===== config.mk =====
export PLATFORM = sky130hd
export DESIGN_NAME = light_seq_monitor
export DESIGN_NICKNAME = d
export VERILOG_FILES = /design/src/rtl/light_seq_monitor_pkg.sv /design/src/rtl/light_phase_decode.sv /design/src/rtl/light_seq_monitor.sv
export SDC_FILE = /design/constraint.sdc
export NUM_CORES = 1
export LEC_CHECK = 0
export ABC_AREA = 1
export CORE_MARGIN = 2
export CORE_UTILIZATION = 53
export CTS_CLUSTER_SIZE = 24
export DETAILED_ROUTE_END_ITERATION = 7
export PLACE_DENSITY = 0.85
export SLEW_MARGIN = 20
export SYNTH_ARGS = -nofsm -noshare
export SYNTH_HDL_FRONTEND = slang
export SYNTH_SLANG_ARGS = --single-unit

===== constraint.sdc =====
create_clock -name clk -period 2.9 [get_ports clk]
set_input_delay 0.29 -clock clk [delete_from_list [all_inputs] [get_ports clk]]
set_output_delay 0.29 -clock clk [all_outputs]
set_load 0.02 [all_outputs]

===== src/rtl/light_seq_monitor_pkg.sv =====
// Shared lamp-phase and monitor-state encodings, plus default phase timing
// used by both the traffic-light controller and its sequence monitor.
package light_seq_monitor_pkg;

  localparam logic [1:0] PH_RED    = 2'd0;
  localparam logic [1:0] PH_GREEN  = 2'd1;
  localparam logic [1:0] PH_YELLOW = 2'd2;
  localparam logic [1:0] PH_BAD    = 2'd3;

  typedef enum logic [1:0] {
    ST_SYNC  = 2'd0,
    ST_TRACK = 2'd1,
    ST_FAULT = 2'd2
  } state_e;

  localparam int DEF_RED_TICKS    = 10;
  localparam int DEF_GREEN_TICKS  = 4;
  localparam int DEF_YELLOW_TICKS = 3;

  function automatic logic [1:0] decode_phase(input logic r, input logic g, input logic y);
    case ({r, g, y})
      3'b100:  return PH_RED;
      3'b010:  return PH_GREEN;
      3'b001:  return PH_YELLOW;
      default: return PH_BAD;
    endcase
  endfunction

endpackage


===== src/rtl/light_phase_decode.sv =====
// Input stage of the sequence monitor: registers lamps and tick once, decodes the
// phase and flags the cycle in which the registered phase differs from the last one.
module light_phase_decode
  import light_seq_monitor_pkg::*;
(
  input  logic       clk_i,
  input  logic       rst_ni,
  input  logic       red_i,
  input  logic       green_i,
  input  logic       yellow_i,
  input  logic       tick_i,
  output logic       vld_o,
  output logic [1:0] phase_o,
  output logic [1:0] prev_phase_o,
  output logic       phase_chg_o,
  output logic       tick_o
);

  logic       red_q, green_q, yellow_q, tick_q, vld_q;
  logic [1:0] prev_q;

  always_ff @(posedge clk_i or negedge rst_ni) begin
    if (!rst_ni) begin
      red_q    <= 1'b0;
      green_q  <= 1'b0;
      yellow_q <= 1'b0;
      tick_q   <= 1'b0;
      vld_q    <= 1'b0;
      prev_q   <= PH_BAD;
    end else begin
      red_q    <= red_i;
      green_q  <= green_i;
      yellow_q <= yellow_i;
      tick_q   <= tick_i;
      vld_q    <= 1'b1;
      prev_q   <= phase_o;
    end
  end

  // vld_o stays low until the lamp registers hold a real sample, so the
  // all-zero reset contents are never mistaken for a dark-lamp fault.
  assign vld_o        = vld_q;
  assign phase_o      = decode_phase(red_q, green_q, yellow_q);
  assign prev_phase_o = prev_q;
  assign phase_chg_o  = vld_q && (phase_o != prev_q);
  assign tick_o       = tick_q;

endmodule


===== src/rtl/light_seq_monitor.sv =====
// Traffic-light lamp sequence monitor: one-hot, order and dwell checks with sticky flags.
// Define LIGHT_SEQ_MONITOR_STUCK_EN to flag an over-long phase before it ends.
module light_seq_monitor
  import light_seq_monitor_pkg::*;
#(
  parameter int RED_TICKS    = DEF_RED_TICKS,
  parameter int GREEN_TICKS  = DEF_GREEN_TICKS,
  parameter int YELLOW_TICKS = DEF_YELLOW_TICKS,
  parameter int DWELL_TOL    = 0,
  parameter int CNT_W        = 8
)(
  input  logic             clk,
  input  logic             reset,
  input  logic             red,
  input  logic             green,
  input  logic             yellow,
  input  logic             tick,
  input  logic             clr,
  output logic [1:0]       phase,
  output logic             synced,
  output logic             err_onehot,
  output logic             err_seq,
  output logic             err_dwell,
  output logic             fault,
  output logic [CNT_W-1:0] cycles
);

  localparam logic [CNT_W-1:0] CNT_ONE = CNT_W'(1);

  logic             vld, phase_chg, tick_r, seq_ok;
  logic [1:0]       prev_phase;
  state_e           state_q, state_d;
  logic             err_onehot_q, err_onehot_d, err_seq_q, err_seq_d, err_dwell_q, err_dwell_d;
  logic [CNT_W-1:0] dwell_q, dwell_d, dwell_nxt, cycles_q, cycles_d;

  function automatic logic [CNT_W-1:0] sat_inc(input logic [CNT_W-1:0] v);
    return (&v) ? v : v + CNT_ONE;
  endfunction

  function automatic int expected_ticks(input logic [1:0] ph);
    case (ph)
      PH_RED:    return RED_TICKS;
      PH_GREEN:  return GREEN_TICKS;
      PH_YELLOW: return YELLOW_TICKS;
      default:   return 0;
    endcase
  endfunction

  // A saturated counter no longer knows the true length, so it always fails.
  function automatic logic dwell_fail(input logic [CNT_W-1:0] cnt, input logic [1:0] ph);
    logic signed [31:0] diff;
    diff = $signed(32'(cnt)) - expected_ticks(ph);
    if (diff < 0) diff = -diff;
    return (&cnt) || (diff > DWELL_TOL);
  endfunction

`ifdef LIGHT_SEQ_MONITOR_STUCK_EN
  function automatic logic dwell_over(input logic [CNT_W-1:0] cnt, input logic [1:0] ph);
    return (&cnt) || ($signed(32'(cnt)) > (expected_ticks(ph) + DWELL_TOL));
  endfunction
`endif

  light_phase_decode u_decode (
    .clk_i        (clk),
    .rst_ni       (reset),
    .red_i        (red),
    .green_i      (green),
    .yellow_i     (yellow),
    .tick_i       (tick),
    .vld_o        (vld),
    .phase_o      (phase),
    .prev_phase_o (prev_phase),
    .phase_chg_o  (phase_chg),
    .tick_o       (tick_r)
  );

  assign seq_ok = ((prev_phase == PH_RED)    && (phase == PH_GREEN))  ||
                  ((prev_phase == PH_GREEN)  && (phase == PH_YELLOW)) ||
                  ((prev_phase == PH_YELLOW) && (phase == PH_RED));

  // A tick landing on the change cycle already belongs to the new phase.
  assign dwell_nxt = phase_chg ? (tick_r ? CNT_ONE : '0)
                               : (tick_r ? sat_inc(dwell_q) : dwell_q);

  always_comb begin
    state_d      = state_q;
    err_onehot_d = err_onehot_q;
    err_seq_d    = err_seq_q;
    err_dwell_d  = err_dwell_q;
    dwell_d      = dwell_q;
    cycles_d     = cycles_q;
    unique case (state_q)
      ST_SYNC: begin
        if (vld) begin
          dwell_d = dwell_nxt;
          if (phase == PH_BAD) begin
            err_onehot_d = 1'b1;
            state_d      = ST_FAULT;
          end else if (phase_chg && (prev_phase == PH_YELLOW) && (phase == PH_RED)) begin
            state_d = ST_TRACK;
          end
        end
      end
      ST_TRACK: begin
        dwell_d = dwell_nxt;
        // A change into the invalid phase is reported only as a one-hot error.
        if (phase == PH_BAD) begin
          err_onehot_d = 1'b1;
          state_d      = ST_FAULT;
        end else if (phase_chg) begin
          if (dwell_fail(dwell_q, prev_phase)) err_dwell_d = 1'b1;
          if (!seq_ok) err_seq_d = 1'b1;
          if (dwell_fail(dwell_q, prev_phase) || !seq_ok) begin
            state_d = ST_FAULT;
          end else if ((prev_phase == PH_YELLOW) && (phase == PH_RED)) begin
            cycles_d = sat_inc(cycles_q);
          end
        end
`ifdef LIGHT_SEQ_MONITOR_STUCK_EN
        else if (dwell_over(dwell_nxt, phase)) begin
          err_dwell_d = 1'b1;
          state_d     = ST_FAULT;
        end
`endif
      end
      default: ;
    endcase
    if (clr) begin
      err_onehot_d = 1'b0;
      err_seq_d    = 1'b0;
      err_dwell_d  = 1'b0;
      dwell_d      = '0;
      state_d      = ST_SYNC;
    end
  end

  always_ff @(posedge clk or negedge reset) begin
    if (!reset) begin
      state_q      <= ST_SYNC;
      err_onehot_q <= 1'b0;
      err_seq_q    <= 1'b0;
      err_dwell_q  <= 1'b0;
      dwell_q      <= '0;
      cycles_q     <= '0;
    end else begin
      state_q      <= state_d;
      err_onehot_q <= err_onehot_d;
      err_seq_q    <= err_seq_d;
      err_dwell_q  <= err_dwell_d;
      dwell_q      <= dwell_d;
      cycles_q     <= cycles_d;
    end
  end

  assign synced     = (state_q == ST_TRACK);
  assign err_onehot = err_onehot_q;
  assign err_seq    = err_seq_q;
  assign err_dwell  = err_dwell_q;
  assign fault      = err_onehot_q | err_seq_q | err_dwell_q;
  assign cycles     = cycles_q;

endmodule


==> key figures <==
Outcome
  • Status: finished with violations
  • Failing checks: setup timing

CTS
  • Clk slew on worst S/H paths: about 90 ps
  • Worst-case clock buffer depth: 2
  • Num Clock Sinks: 28
  • Root buf cell: clkbuf_8
  • Num CTS Buffers: 3
  • CTS tree: built
  • Clk_lat worst skew: 270 ps
  • H-tree depth: 1

Placed design
  • PortBufs: 21
  • Placed Area: 2920 sq um
  • GP Congestion: 0.940
  • Detailed placement HPWL: 4630 um

Critical path
  • Max FO, Critical Path: 4
  • Internal reg-to-reg setup slack: -440 ps
  • Critical path class: reg2reg
  • Worst EP required: 3060 ps
  • Crit path capture type: register
  • Reg-to-Reg Start: u_decode.prev_phase_o[1]
  • CP startpoint kind: register
  • Worst reg2reg endpoint: state_q[1]
  • Worst endpoint data arrival time: between 3000 and 4000 ps
  • R2R depth: 23

Yosys
  • Register area share after synthesis: 0.290
  • Post-Syn Area: 2430 sq um
  • Synthesized flop and latch total: 28
  • YS warnings: 0
  • Synth cell types: 35
  • Net Count, Synth: 368
  • Cells after Synth: 351
  • Syn Area/Cell: a little under 7 sq um

Job
  • # Max-Cap Violations: 0

Die
  • Die Y: 71.7 um
  • Top Ports: 22
  • Die width: 71.7 um
  • Initial core utilization: 0.554
  • Area of the core: 4380 sq um
  • Site row count: 24
  • DIE AREA: 5140 sq um

STA
  • Slew Viols, Final: 0
  • Unrepaired setup endpoints after global routing: yes
  • Maximum operating frequency: 299 MHz
  • Slew margin rel.: 0.531
  • Post-route minimum period: between 3000 and 4000 ps
  • Final period util: 1.15
  • Worst path setup slack after routing: -442 ps
  • Final hold vios: 0
  • TNS Setup: -3620 ps
  • Skew final: 3.45 ps
  • Final setup violation count: 11
  • Tightest Pin Transition: 698 ps

Power and ir drop
  • Cell Pwr Density: ~560 nW/um^2
  • Pleak: ~1.5 nW
  • VDD IR max: 419 uV

Drt
  • Initial DRC Count: 153
  • Final WL: 6160 um
  • Residual DRC: 0
  • Vias per cell: 5.38
  • DR WL/cell: 13.4 um
  • TritonRoute pass-1 iters: 4
  • DRT antenna net count: 0
  • Via count: 2475

Cells and area
  • Final net count: 426
  • Post-route cell area: 3080 sq um
  • Fraction of layout cells with a size suffix above 1: 0.272
  • Area delta synth->final: 26.7%
  • Antenna cells: 0

Global route
  • Global route overflow: 0
  • Antenna violations before repair: 0
  • Wire length of the first global-routing pass: 10200 um
  • GRT Util Overall: 0.240
  • Vias in the first global route: 2385
  • Largest net degree at the start of global routing: 29

Worst hold path
  • Hold Path Class: in2async
-- worst max-delay path by stage --
stage | start | end | slack, ps | depth (start not counted)
final | u_decode.prev_phase_o[1] | state_q[1] | -440 | 23
after global routing | u_decode.prev_phase_o[0] | state_q[0] | -630 | 23
after CTS | u_decode.prev_phase_o[0] | cycles[0] | -260 | 23
after detailed placement | u_decode.prev_phase_o[1] | cycles[0] | -290 | 23
after global placement | u_decode.prev_phase_o[0] | cycles[0] | -160 | 21
after floorplan | u_decode.prev_phase_o[0] | cycles[2] | -50 | 19
-- stage by stage --
step	hold slack (ps)	instances	utilization	total power, W	setup WS (ps)
global route	437	460	0.702	0.00184	-626
global placement	518	445	0.666	0.00140	-156
finish	404	460	0.702	0.00172	-442
detailed placement	522	445	0.666	0.00143	-286
floorplan	-5.59	351	-	0.00115	-45.6
CTS	416	455	0.688	0.00167	-260
-- state kept, by name (all words and copies together) (netlist names) --
name and flops:
u_decode.vld_o 1, err_onehot 1, u_decode.prev_phase_o 2, err_dwell 1
cycles 8, u_decode.tick_o 1, u_decode.green_q 1, state_q 2
err_seq 1, u_decode.yellow_q 1, dwell_q 8, u_decode.red_q 1
-- power by group --
group / internal [W] / total, W / switching (W) / leakage, nW
Sequential: 0.000413 / 0.000433 / 0.0000200 / 0.367
Clock: 0.0000984 / 0.000212 / 0.000114 / 0.0228
Combinational: 0.000429 / 0.00107 / 0.000645 / 1.13
-- cell families (layout without fill, tap and decap cells) --
kind of cell | after synthesis | in the layout | share of synthesized area
and+or+nand+nor | 223 | 223 | 0.467
buffers and inverters | 52 | 109 | 0.0881
AOI/OAI and AO/OA | 28 | 28 | 0.0670
DFF | 28 | 28 | 0.290
adders and majority gates | 10 | 10 | 0.0546
xor gates and xnor gates | 9 | 9 | 0.0325
other | 1 | 1 | 0.00154
-- per-layer routing --
layer | GRT usage | vias up | wire length [um]
met5 | 0 | - | 0
met4 | 0.0671 | 0 | 116
met3 | 0.0197 | 13 | 191
met2 | 0.439 | 63 | 3120
li1 | - | 1248 | -
met1 | 0.303 | 1151 | 2740
-- layout by cell type, fill, tap and decap left out, drive strengths merged --
cell type and count:
xor2 7, o21bai 1, nand3b 2, a21oi 15, o21ai 7, a31oi 1
or2 3, dfstp 2, clkbuf 4, xnor2 2, a21boi 1, buf 36
nor3 8, dfrtp 26, nand2 112, nand3 44, clkdlybuf4s50 21, o2111ai 1
ha 9, fa 1, inv 48, nor2 41, nand4 13, conb 1
o211ai 1, a211oi 1
-- cell usage after synthesis (all sizes together) --
| cell type | instances | area (sq um) |
|---|---|---|
| o21ai | 7 | 35.0 |
| o211ai | 1 | 7.51 |
| a21oi | 15 | 78.8 |
| or2 | 3 | 18.8 |
| nand4 | 13 | 96.3 |
| o21bai | 1 | 7.51 |
| ha | 9 | 113 |
| xnor2 | 2 | 17.5 |
| nand3b | 2 | 15.0 |
| nor3 | 8 | 51.3 |
| xor2 | 7 | 61.3 |
| fa | 1 | 20.0 |
| conb | 1 | 3.75 |
| dfstp | 2 | 52.6 |
| buf | 3 | 30.0 |
| a211oi | 1 | 7.51 |
| a21boi | 1 | 11.3 |
| nor2 | 41 | 226 |
| inv | 48 | 180 |
| a31oi | 1 | 6.26 |
| dfrtp | 26 | 651 |
| o2111ai | 1 | 8.76 |
| nand3 | 44 | 260 |
| nand2 | 112 | 465 |
| clkbuf | 1 | 3.75 |
-- repair_timing --
item                                    CTS  global route
endpoints found under the setup margin   11            11
buffers inserted                          6             5
hold buffers                              0             0
pin swaps                                13            19
gates resized for setup                   2             8
-- area by class of cell --
type / count / area, sq um
clock buffer: 4 / 45.0
timing repair buffer: 57 / 480
fill: 338 / 1310
inverter: 48 / 185
multi-input combinational: 271 / 1600
sequential: 28 / 703
tap: 52 / 65.1
-- critical path: stages, from the launching register on --
cell	delay, ps
dfstp_2	570
inv_4	60
nand2_2	80
ha_4	210
nand2_1	80
nand2_2	70
nand2_2	70
nand4_1	130
nor2_1	150
ha_2	200
inv_2	60
ha_4	200
or2_4	230
a21oi_2	120
nand2_1	80
nor2_1	120
nand2_1	60
nor2_1	120
nand3_1	100
nor2_2	150
buf_4	130
nand4_1	100
nand3_1	110
nand2_1	50
(Power assumes the default switching activity.)
